**config.mk**
```make
export PLATFORM = sky130hd
export DESIGN_NAME = axi_frame_wr_arbiter
export DESIGN_NICKNAME = d
export VERILOG_FILES = /design/src/rtl/video_axi_pkg.sv /design/src/rtl/frame_addr_gen.sv /design/src/rtl/axi_frame_wr_arbiter.sv
export SDC_FILE = /design/constraint.sdc
export NUM_CORES = 1
export LEC_CHECK = 0
export ABC_CLOCK_PERIOD_IN_PS = 6400
export BUFFER_PORTS_ARGS = -buffer_cell sky130_fd_sc_hd__buf_2
export CAP_MARGIN = 20
export CORE_MARGIN = 3
export CORE_UTILIZATION = 57
export CTS_BUF_LIST = sky130_fd_sc_hd__clkbuf_8
export CTS_CLUSTER_SIZE = 30
export DETAILED_ROUTE_END_ITERATION = 10
export PLACE_DENSITY = 0.89
export SLEW_MARGIN = 20
export SYNTH_ARGS = -nofsm -noshare
export SYNTH_HDL_FRONTEND = slang
export SYNTH_SLANG_ARGS = --single-unit
```
**constraint.sdc**
```tcl
create_clock -name clk -period 6.4 [get_ports clk]
set_input_delay 1.28 -clock clk [delete_from_list [all_inputs] [get_ports clk]]
set_output_delay 1.28 -clock clk [all_outputs]
set_load 0.02 [all_outputs]
```
**src/rtl/video_axi_pkg.sv**
```systemverilog
// rtl/video_axi_pkg.sv - shared FSM state type and frame/burst geometry for the video AXI writer
package video_axi_pkg;

    typedef enum logic [2:0] {
        ST_IDLE,
        ST_ARB,
        ST_AW,
        ST_W,
        ST_B
    } arb_state_t;

    function automatic logic [31:0] beats_per_frame(input int hdisp, input int vdisp);
        return 32'(hdisp * vdisp / 2);
    endfunction

    function automatic logic [31:0] bursts_per_frame(input int hdisp, input int vdisp, input int burst_len);
        return beats_per_frame(hdisp, vdisp) / 32'(burst_len);
    endfunction

    function automatic logic [31:0] frame_bytes(input int hdisp, input int vdisp, input int data_width);
        return beats_per_frame(hdisp, vdisp) * 32'(data_width / 8);
    endfunction

    function automatic logic [31:0] burst_bytes(input int burst_len, input int data_width);
        return 32'(burst_len * data_width / 8);
    endfunction

    localparam logic [31:0] BEATS_PER_FRAME  = beats_per_frame(640, 480);
    localparam logic [31:0] BURSTS_PER_FRAME = bursts_per_frame(640, 480, 16);
    localparam logic [31:0] FRAME_BYTES      = frame_bytes(640, 480, 64);
    localparam logic [31:0] BURST_BYTES      = burst_bytes(16, 64);

endpackage

```
**src/rtl/frame_addr_gen.sv**
```systemverilog
// rtl/frame_addr_gen.sv - per-channel frame tracking and burst address generation (PINGPONG_EN selects double buffering)
module frame_addr_gen
    import video_axi_pkg::*;
#(
    parameter int          DATA_WIDTH = 64,
    parameter int          IMG_HDISP  = 640,
    parameter int          IMG_VDISP  = 480,
    parameter int          BURST_LEN  = 16,
    parameter logic [31:0] BASE_ADDR  = 32'h1000_0000
) (
    input  logic        clk,
    input  logic        rst_n,
    input  logic        frame_start,
    input  logic [9:0]  fifo_cnt,
    input  logic        b_done,
    output logic        req,
    output logic [31:0] burst_addr,
    output logic        frame_done
);

    localparam logic [31:0] BURSTS  = bursts_per_frame(IMG_HDISP, IMG_VDISP, BURST_LEN);
    localparam logic [31:0] BBYTES  = burst_bytes(BURST_LEN, DATA_WIDTH);
    localparam logic [9:0]  CNT_MIN = 10'(BURST_LEN);

    logic        active;
    logic        pending;
    logic [31:0] burst_idx;
    logic [31:0] buf_off;
    logic        restart;

    // A restart is only ever applied on a B handshake so a burst in flight is never cut short
    assign restart    = b_done && (pending || frame_start);
    assign req        = active && (fifo_cnt >= CNT_MIN);
    assign burst_addr = BASE_ADDR + buf_off + burst_idx * BBYTES;

    always_ff @(posedge clk or negedge rst_n) begin
        if (!rst_n) begin
            active     <= 1'b0;
            pending    <= 1'b0;
            burst_idx  <= '0;
            frame_done <= 1'b0;
        end else begin
            frame_done <= 1'b0;
            if (!active) begin
                active <= frame_start;
            end else if (b_done) begin
                pending <= 1'b0;
                if (restart) begin
                    burst_idx <= '0;
                end else if (burst_idx == BURSTS - 1) begin
                    burst_idx  <= '0;
                    active     <= 1'b0;
                    frame_done <= 1'b1;
                end else begin
                    burst_idx <= burst_idx + 1;
                end
            end else if (frame_start) begin
                pending <= 1'b1;
            end
        end
    end

`ifdef PINGPONG_EN
    localparam logic [31:0] FBYTES = frame_bytes(IMG_HDISP, IMG_VDISP, DATA_WIDTH);

    logic buf_sel;
    logic wr_buf;

    // buf_sel is the buffer the next frame will use; wr_buf is the one being written now
    always_ff @(posedge clk or negedge rst_n) begin
        if (!rst_n) begin
            buf_sel <= 1'b0;
            wr_buf  <= 1'b0;
        end else if ((frame_start && !active) || (active && restart)) begin
            wr_buf  <= buf_sel;
            buf_sel <= ~buf_sel;
        end
    end

    assign buf_off = wr_buf ? FBYTES : '0;
`else
    assign buf_off = '0;
`endif

endmodule

```
**src/rtl/axi_frame_wr_arbiter.sv**
```systemverilog
// rtl/axi_frame_wr_arbiter.sv - two-channel round-robin AXI frame writer, one burst outstanding (PINGPONG_EN enables double buffering)
module axi_frame_wr_arbiter
    import video_axi_pkg::*;
#(
    parameter int          DATA_WIDTH = 64,
    parameter int          IMG_HDISP  = 640,
    parameter int          IMG_VDISP  = 480,
    parameter int          BURST_LEN  = 16,
    parameter logic [31:0] CH0_BASE   = 32'h1000_0000,
    parameter logic [31:0] CH1_BASE   = 32'h1038_4000
) (
    input  logic                  clk,
    input  logic                  rst_n,
    input  logic                  ch0_frame_start,
    input  logic [9:0]            ch0_fifo_cnt,
    input  logic [DATA_WIDTH-1:0] ch0_rd_data,
    output logic                  ch0_rd_en,
    output logic                  ch0_frame_done,
    input  logic                  ch1_frame_start,
    input  logic [9:0]            ch1_fifo_cnt,
    input  logic [DATA_WIDTH-1:0] ch1_rd_data,
    output logic                  ch1_rd_en,
    output logic                  ch1_frame_done,
    output logic [31:0]           awaddr,
    output logic [7:0]            awlen,
    output logic                  awvalid,
    input  logic                  awready,
    output logic [DATA_WIDTH-1:0] wdata,
    output logic                  wlast,
    output logic                  wvalid,
    input  logic                  wready,
    input  logic                  bvalid,
    output logic                  bready
);

    localparam logic [7:0] LAST_BEAT = 8'(BURST_LEN - 1);

    arb_state_t  state;
    logic        gnt;
    logic        last_gnt;
    logic [7:0]  beat;
    logic        ch0_req;
    logic        ch1_req;
    logic [31:0] ch0_addr;
    logic [31:0] ch1_addr;
    logic        b_hs;
    logic        pick;

    assign b_hs = bready && bvalid;

    frame_addr_gen #(
        .DATA_WIDTH (DATA_WIDTH),
        .IMG_HDISP  (IMG_HDISP),
        .IMG_VDISP  (IMG_VDISP),
        .BURST_LEN  (BURST_LEN),
        .BASE_ADDR  (CH0_BASE)
    ) u_ch0 (
        .clk         (clk),
        .rst_n       (rst_n),
        .frame_start (ch0_frame_start),
        .fifo_cnt    (ch0_fifo_cnt),
        .b_done      (b_hs && !gnt),
        .req         (ch0_req),
        .burst_addr  (ch0_addr),
        .frame_done  (ch0_frame_done)
    );

    frame_addr_gen #(
        .DATA_WIDTH (DATA_WIDTH),
        .IMG_HDISP  (IMG_HDISP),
        .IMG_VDISP  (IMG_VDISP),
        .BURST_LEN  (BURST_LEN),
        .BASE_ADDR  (CH1_BASE)
    ) u_ch1 (
        .clk         (clk),
        .rst_n       (rst_n),
        .frame_start (ch1_frame_start),
        .fifo_cnt    (ch1_fifo_cnt),
        .b_done      (b_hs && gnt),
        .req         (ch1_req),
        .burst_addr  (ch1_addr),
        .frame_done  (ch1_frame_done)
    );

    // On contention the channel not served last wins; otherwise the sole requester
    assign pick      = (ch0_req && ch1_req) ? ~last_gnt : ch1_req;
    assign wlast     = wvalid && (beat == LAST_BEAT);
    assign wdata     = wvalid ? (gnt ? ch1_rd_data : ch0_rd_data) : '0;
    assign ch0_rd_en = wvalid && wready && !gnt;
    assign ch1_rd_en = wvalid && wready && gnt;

    always_ff @(posedge clk or negedge rst_n) begin
        if (!rst_n) begin
            state    <= ST_IDLE;
            gnt      <= 1'b0;
            last_gnt <= 1'b1;
            beat     <= '0;
            awaddr   <= '0;
            awlen    <= '0;
            awvalid  <= 1'b0;
            wvalid   <= 1'b0;
            bready   <= 1'b0;
        end else begin
            case (state)
                ST_IDLE: begin
                    if (ch0_req || ch1_req) state <= ST_ARB;
                end
                ST_ARB: begin
                    if (ch0_req || ch1_req) begin
                        gnt      <= pick;
                        last_gnt <= pick;
                        awaddr   <= pick ? ch1_addr : ch0_addr;
                        awlen    <= LAST_BEAT;
                        awvalid  <= 1'b1;
                        state    <= ST_AW;
                    end else begin
                        state <= ST_IDLE;
                    end
                end
                ST_AW: begin
                    if (awready) begin
                        awvalid <= 1'b0;
                        wvalid  <= 1'b1;
                        beat    <= '0;
                        state   <= ST_W;
                    end
                end
                ST_W: begin
                    if (wready) begin
                        if (beat == LAST_BEAT) begin
                            wvalid <= 1'b0;
                            bready <= 1'b1;
                            state  <= ST_B;
                        end else begin
                            beat <= beat + 8'd1;
                        end
                    end
                end
                ST_B: begin
                    if (bvalid) begin
                        bready <= 1'b0;
                        state  <= ST_IDLE;
                    end
                end
                default: state <= ST_IDLE;
            endcase
        end
    end

endmodule
```
# Yosys cells after proc, flatten, opt, wreduce, memory -nomap -nowiden
# Index checks and enable logic that the tools add are counted.
# totals
inputBits	155
out_inout_bits	112
reg_bits	119
elab_cells	121
# classes
n_eq_ne	14
bitwise_logic	1
n_lt_le_gt_ge	2
n_addsub	5
reduce_logical	32
muxes	50
# op_table
operator	count
$mux 32	5
$mux 64	2
$add 29x32->32 const A	2
$add 32x1->32 const B	2
$eq 32x14->1 const B	2
$mux 1	29
$mux 8	3
$ge 10x5->1 const B	2
$pmux 8 s2	1
$mux 3	5
$pmux 3 s5	1
$ne 2x2->1 const B	7
$logic_and 1x1->1	12
$reduce_and 4->1	3
$reduce_and 2->1	5
$reduce_bool 2->1	5
$add 8x1->8 const B	1
$eq 8x4->1 const B	1
$eq 3x2->1 const B	2
$pmux 1 s2	3
$reduce_and 5->1	1
$eq 3x1->1 const B	1
$eq 3x3->1 const B	1
$logic_not 3->1	1
other kinds (5)	7

# Logic depth before layout (Yosys ltp)
# Gate-level depths: netlist of run 1.
# depth
depth_word	6
ltp_mapped	8

# Modules after synthesis
# Synthesis of run 1 repeated with hierarchy kept, for this count alone.
# unflattened
hier_cells	968
area_unflattened_um2	8400.6
# by_module_without_submodules
mod	instances	area_per_inst_um2	cells_each
axi_frame_wr_arbiter	1	3513.4	380
frame_addr_gen at u_ch1	1	2508.7	311
frame_addr_gen at u_ch0	1	2378.5	277

# Worst setup path before layout of run 1
# No wires, ideal clock.
# synth_timing
path_kind	register -> output
start	reg gnt
end	out wdata[36]
required_time_ns	5.120
setup_slack_ns	3.285
stages_incl_launch_ff	6
t_arrival_ns	1.835
cell_sequence	dfrtp_1 clkbuf_1 buf_1 buf_1 mux2i_1 nor2_1
# synth_via
elab_chain_len	2
# synth_rtl
element	line_no	source
start, declared	axi_frame_wr_arbiter.sv:39	logic gnt;
start signal, assigned	axi_frame_wr_arbiter.sv:110	gnt <= pick;
$mux 64 (2 in a row)	axi_frame_wr_arbiter.sv:88	assign wdata = wvalid ? (gnt ? ch1_rd_data : ch0_rd_data) : '0;
end, declared	axi_frame_wr_arbiter.sv:28	output logic [DATA_WIDTH-1:0] wdata,
# Every way passes these cells.

# Final worst setup path of run 1
# layout_timing
start	reg gnt
end	out wdata[11]
# Same word-level chain as after synthesis.

==> flow_metrics.env, run 1 <==
export IMPL_status="finished clean"
export IMPL_met3WireLength_um=2136
export IMPL_clk_latency_ns=0.38
export IMPL_postRouteWirelength_um=26140
export IMPL_setup_tns_final_ns=0
export IMPL_rows=42
export IMPL_cp_max_fo=54
export IMPL_drc=0
export IMPL_drive_above_1_share_pct=27.18
export IMPL_clockRootBuffer="clkbuf_8"
export IMPL_peakVddDrop_v=0.0001659
export IMPL_whs_ns=0.4888
export IMPL_finalHoldViolations=0
export IMPL_fp_dieH_um=122.7
export IMPL_synth_edf_count=0
export IMPL_cts_buffer_depth=2
export IMPL_cts_hold_buffers=0
export IMPL_fin_skew_ns=0.01056
export IMPL_cp_data_required_time_ns=5.12
export IMPL_grt_pass1_vias=7392
export IMPL_wl_per_cell_um=20.42
export IMPL_fp_dieArea_um2=15050
export IMPL_drt_iter0_drc=1198
export IMPL_arrival_ns=2.48
export IMPL_yosysSeqAreaShare_pct=36.12
export IMPL_maxSlewViolCount=0
export IMPL_setup_viol=0
export IMPL_p_total_w=0.002767
export IMPL_startpoint_type="flip-flop"
export IMPL_met2_length_um=12400
export IMPL_dp_hpwl_um=19910
export IMPL_antenna_found_initial=3
export IMPL_syn_inst=902
export IMPL_gp_congestion=0.9922
export IMPL_end_kind="output port"
export IMPL_grt_max_degree=74
export IMPL_syn_to_final_growth_pct=16.84
export IMPL_coreArea_um2=13300
export IMPL_ys_top_cells_by_area="dfrtp_1 36%, mux2i_1 11%, nor2_1 5.3%"
export IMPL_first_pass_iters=6
export IMPL_crit_type="reg -> out"
export IMPL_cts_setup_buffers=0
export IMPL_grt_total_usage_pct=34.11
export IMPL_h_tree_depth=3
export IMPL_clk_pin_slew_ns=0.11
export IMPL_numClockSinks=112
export IMPL_routedLengthMet1_um=10650
export IMPL_top_layer_used="met4"
export IMPL_vias_per_cell=6.218
export IMPL_post_route_min_period_ns=3.763
export IMPL_io_buffers=247
export IMPL_yosys_top_cells_count="111 x dfrtp_1, 110 x nor2_1, 89 x mux2i_1"
export IMPL_grt_pass1_wl_um=39630
export IMPL_synth_ff_type="dfrtp_1"
export IMPL_max_cap_viol_count=0
export IMPL_syn_avg_cell_area_um2=8.606
export IMPL_yosysTopAreaCellShare_pct=35.78
export IMPL_min_path_type="reg -> reg"
export IMPL_cts_resized=0
export IMPL_p_leak_nw=4.335
export IMPL_antenna_left=0
export IMPL_grt_overflow_total=0
export IMPL_vias=7959
export IMPL_fillers=1088
export IMPL_fin_nets=1255
export IMPL_synth_warnings=0
export IMPL_postSynth_asyncResetShare_pct=100.0
export IMPL_power_density_nw_per_um2=305.1
export IMPL_initial_core_util_pct=58.39
export IMPL_tightest_slew_ns=1.069
export IMPL_yosysTopAreaCell="dfrtp_1"
export IMPL_fp_dieW_um=122.7
export IMPL_synth_cell_types=80
export IMPL_slew_headroom_pct=28.51
export IMPL_io_pins=267
export IMPL_rsz0062_at_grt="no"
export IMPL_synth_seq_cells=112
export IMPL_mappedNetlistArea_um2=7762
export IMPL_cts_tree="built"
export IMPL_period_share_pct=58.79
export IMPL_max_freq_ghz=0.2658
export IMPL_cts_buffers=9
export IMPL_synthMostInstantiatedCell="dfrtp_1"
==> worst max-delay path: stages (launching register included) <==
cell and delay [ns]:
dfrtp_4 0.61, buf_4 0.73, mux2i_1 0.46, nor2_1 0.06, buf_2 0.20
==> cells in the final DEF (no fill, tap or decap), types with 19 or more instances in the layout <==
master   Yosys  routed
dfrtp_1    111     110
o21ai_0     19      19
nor2_1     110     110
a31oi_1     49      48
nand4_1     35      35
nand3_1     43      43
buf_2       10     246
nor3_1      19      19
o21ai_1     23      23
inv_1       21      22
mux2i_1     89      89
nand2_1     82      82
==> cell type report <==
| class | count | area [um^2] | share of cell area (%) |
|---|---|---|---|
| diodes | 4 | 10.01 | 0.1104 |
| clock buffers | 9 | 123.9 | 1.366 |
| clock inverters | 7 | 88.84 | 0.9794 |
| inverters | 21 | 78.83 | 0.8691 |
| multi-input cells | 697 | 4449 | 49.06 |
| flip-flops and latches | 112 | 2808 | 30.96 |
| well taps | 176 | 220.2 | 2.428 |
| repair buffers | 254 | 1291 | 14.24 |
==> cells by family after synthesis <==
family	synth area share (%)
muxes	11.62
buffers and inverters	7.124
AOI/OAI and AO/OA	15.63
adders and majority gates	0.8059
xor gates and xnor gates	2.482
other	0.04831
DFF	36.12
and+or+nand+nor	26.16
==> per-stage QoR <==
step,setup slack [ns],area [um^2],instances,util (%)
detailed placement,2.320,8847,1260,66.54
global placement,2.355,8847,1260,66.54
finish,2.637,9070,1280,68.22
global route,2.532,9067,1279,68.20
floorplan,3.285,7800,912,-
CTS,2.651,9060,1276,68.14
==> registers in the layout (all words and copies together) (netlist names) <==
name and count:
bready 1, beat 8, wvalid 1, state 3
u_ch0.frame_done 1, u_ch1.pending 1, gnt 1, last_gnt 1
awaddr 25, awlen 1, u_ch1.frame_done 1, u_ch1.burst_idx 32
u_ch0.pending 1, awvalid 1, u_ch0.active 1, u_ch1.active 1
u_ch0.burst_idx 32
==> routing by layer <==
metal / GRT usage, % / vias to the layer above
met5: 0 / -
met4: 14.21 / 0
met3: 6.682 / 57
met2: 55.14 / 401
met1: 44.87 / 3795
li1: - / 3706
==> final timing paths <==
path                                        startpoint                         endpoint  slack (ns)  depth (start not counted)
worst max-delay path                   gnt$_DFFE_PN0P_                        wdata[11]        2.64                          4
worst min-delay path            awaddr[19]$_DFFE_PN0P_           awaddr[19]$_DFFE_PN0P_        0.49                          2
worst max register to register         gnt$_DFFE_PN0P_  u_ch0.burst_idx[13]$_DFFE_PN0P_        3.00                          4
max in group asynchronous                        rst_n  u_ch1.burst_idx[11]$_DFFE_PN0P_        4.28                          2
worst min register to register  awaddr[19]$_DFFE_PN0P_           awaddr[19]$_DFFE_PN0P_        0.49                          2
min in group asynchronous                        rst_n             awlen[0]$_DFFE_PN0P_        1.04                          1
==> power breakdown <==
group	internal, W	leakage, nW	switching (W)
clock	0.000218	0.112	0.000242
sequential	0.000809	1.44	0.000133
combinational	0.000501	2.78	0.000863
(Power assumes the default switching activity.)
==> run 2: changes to the inputs <==
Settings changed: ABC_CLOCK_PERIOD_IN_PS 6400 to 3070, CORE_UTILIZATION 57 to 48, PLACE_DENSITY 0.89 to 0.8.
Clock period 6.4 ns to 3.07 ns, I/O delays scaled along.
==> run 2 against run 1 <==
- global-route usage is 4.7 points lower
- combinational power is 110% higher
- final cell count is 4.2% higher
- highest routed layer unchanged
==> flow_metrics.env, run 2 (same netlist as run 1, synthesis figures left out) <==
export IMPL_dp_hpwl_um=20700
export IMPL_path_cells="ha_1 -> or3b_1 -> or4_1 -> nor2_1 -> buf_2"
export IMPL_coreArea_um2=15480
export IMPL_status="finished clean"
export IMPL_grt_pass1_vias=7456
export IMPL_drt_iter0_drc=918
export IMPL_crit_family="simple AND/OR/NAND/NOR gates"
export IMPL_pre_cts_ws_ns=0.3430
export IMPL_cp_depth=5
export IMPL_p_total_w=0.005927
export IMPL_first_pass_iters=5
export IMPL_fillers=1383
export IMPL_slew_headroom_pct=48.53
export IMPL_endpoint="wlast"
export IMPL_largest_registers="u_ch0.burst_idx x32, u_ch1.burst_idx x32, awaddr x25"
export IMPL_grt_max_degree=54
export IMPL_antenna_found_initial=2
export IMPL_wl_per_cell_um=20.05
export IMPL_reg2reg_to="u_ch1.burst_idx[27]$_DFFE_PN0P_"
export IMPL_maxSlewViolCount=0
export IMPL_h_tree_depth=3
export IMPL_r2r_slack_ns=0.44
export IMPL_final_cell_mix="246 x buf_2, 110 x nor2_1, 110 x dfrtp_1, 89 x mux2i_1, 82 x nand2_1"
export IMPL_end_kind="output port"
export IMPL_io_buffers=247
export IMPL_cp_data_required_time_ns=2.46
export IMPL_ff2ff_path_depth=6
export IMPL_clk_pin_slew_ns=0.10
export IMPL_startpoint_type="flip-flop"
export IMPL_io_pins=267
export IMPL_cts_buffer_depth=2
export IMPL_grt_total_usage_pct=29.45
export IMPL_rsz0062_at_grt="no"
export IMPL_drc=0
export IMPL_postLayoutCoreUtil_pct=60.26
export IMPL_min_path_type="in -> async"
export IMPL_clockRootBuffer="clkbuf_8"
export IMPL_numClockSinks=112
export IMPL_cp_slowest_stage_delay_ns=0.48
export IMPL_fin_skew_ns=0.01032
export IMPL_cts_resized=0
export IMPL_postRouteWirelength_um=26750
export IMPL_cts_hold_buffers=0
export IMPL_clk_latency_ns=0.40
export IMPL_rows=45
export IMPL_crit_buf_inv=1
export IMPL_fin_nets=1276
export IMPL_grt_overflow_total=0
export IMPL_cp_slowest_cell="or4_1"
export IMPL_peakVddDrop_v=0.0003042
export IMPL_fin_ws_ns=0.1957
export IMPL_finalHoldViolations=0
export IMPL_final_common_cell="buf_2"
export IMPL_post_route_min_period_ns=2.874
export IMPL_initial_core_util_pct=50.13
export IMPL_grt_pass1_wl_um=41610
export IMPL_cts_setup_buffers=0
export IMPL_vias_per_cell=5.958
export IMPL_vias=7948
export IMPL_startpoint="beat[0]$_DFFE_PN0P_"
export IMPL_regToRegStartpoint="u_ch1.burst_idx[8]$_DFFE_PN0P_"
export IMPL_max_freq_ghz=0.3479
export IMPL_power_density_nw_per_um2=635.3
export IMPL_cp_max_fo=6
export IMPL_cts_buffers=9
export IMPL_syn_to_final_growth_pct=20.20
export IMPL_antenna_left=0
export IMPL_cts_tree="built"
export IMPL_fp_dieArea_um2=17730
export IMPL_setup_viol=0
export IMPL_p_leak_nw=4.473
export IMPL_drive_above_1_share_pct=28.46
export IMPL_max_cap_viol_count=0
export IMPL_arrival_ns=2.26
export IMPL_gp_congestion=0.9413
export IMPL_period_share_pct=93.63
export IMPL_crit_type="reg -> out"
export IMPL_fp_dieH_um=133.2
export IMPL_fp_dieW_um=133.2
export IMPL_setup_tns_final_ns=0
export IMPL_tightest_slew_ns=0.7656
run 2: worst register-to-register path: stages, from the launching register on:
cell,delay (ns)
dfrtp_1,0.53
ha_1,0.35
nand4_1,0.33
nor4_2,0.68
nand2_1,0.21
a311o_1,0.37
o21ai_1,0.11
run 2: layout make-up:
class                   instances  area (um^2)  share of cell area [%]
clock buffers                  12        165.2                   1.770
clock inverters                 4        67.56                  0.7242
flip-flops and latches        112         2808                   30.09
well taps                     211        264.0                   2.830
diodes                          2        5.005                 0.05364
inverters                      21        78.83                  0.8448
multi-input cells             697         4443                   47.62
repair buffers                275         1499                   16.07
run 2: routing by layer:
layer	vias up	track usage, %	wire [um]
met5	-	0	0
met4	0	7.029	558
met3	42	6.647	2365
met2	397	45.94	12310
met1	3778	41.97	11510
li1	3731	-	-
run 2: how the worst min path moves through the flow:
stage / end / slack [ns]
after global routing: u_ch1.burst_idx[23]$_DFFE_PN0P_ / 0.21
after global placement: awaddr[23]$_DFFE_PN0P_ / 0.46
final: u_ch1.burst_idx[23]$_DFFE_PN0P_ / 0.18
after floorplan: awaddr[10]$_DFFE_PN0P_ / 0.32
after detailed placement: awaddr[18]$_DFFE_PN0P_ / 0.47
after CTS: u_ch1.burst_idx[23]$_DFFE_PN0P_ / 0.19
run 2: metrics by stage:
step	instances	cell area, um^2	hold WS, ns
2_1_floorplan	912	7800	0.3184
3_3_place_gp	1316	9092	0.4631
3_5_place_dp	1316	9092	0.4737
4_1_cts	1332	9325	0.1875
5_1_grt	1334	9330	0.2071
6_report	1334	9330	0.1798
run 2: report_power, final:
group          total (W)  switching (W)  internal, W
Clock            0.00103       0.000511     0.000522
Combinational    0.00291        0.00180      0.00110
Sequential       0.00199       0.000301      0.00169
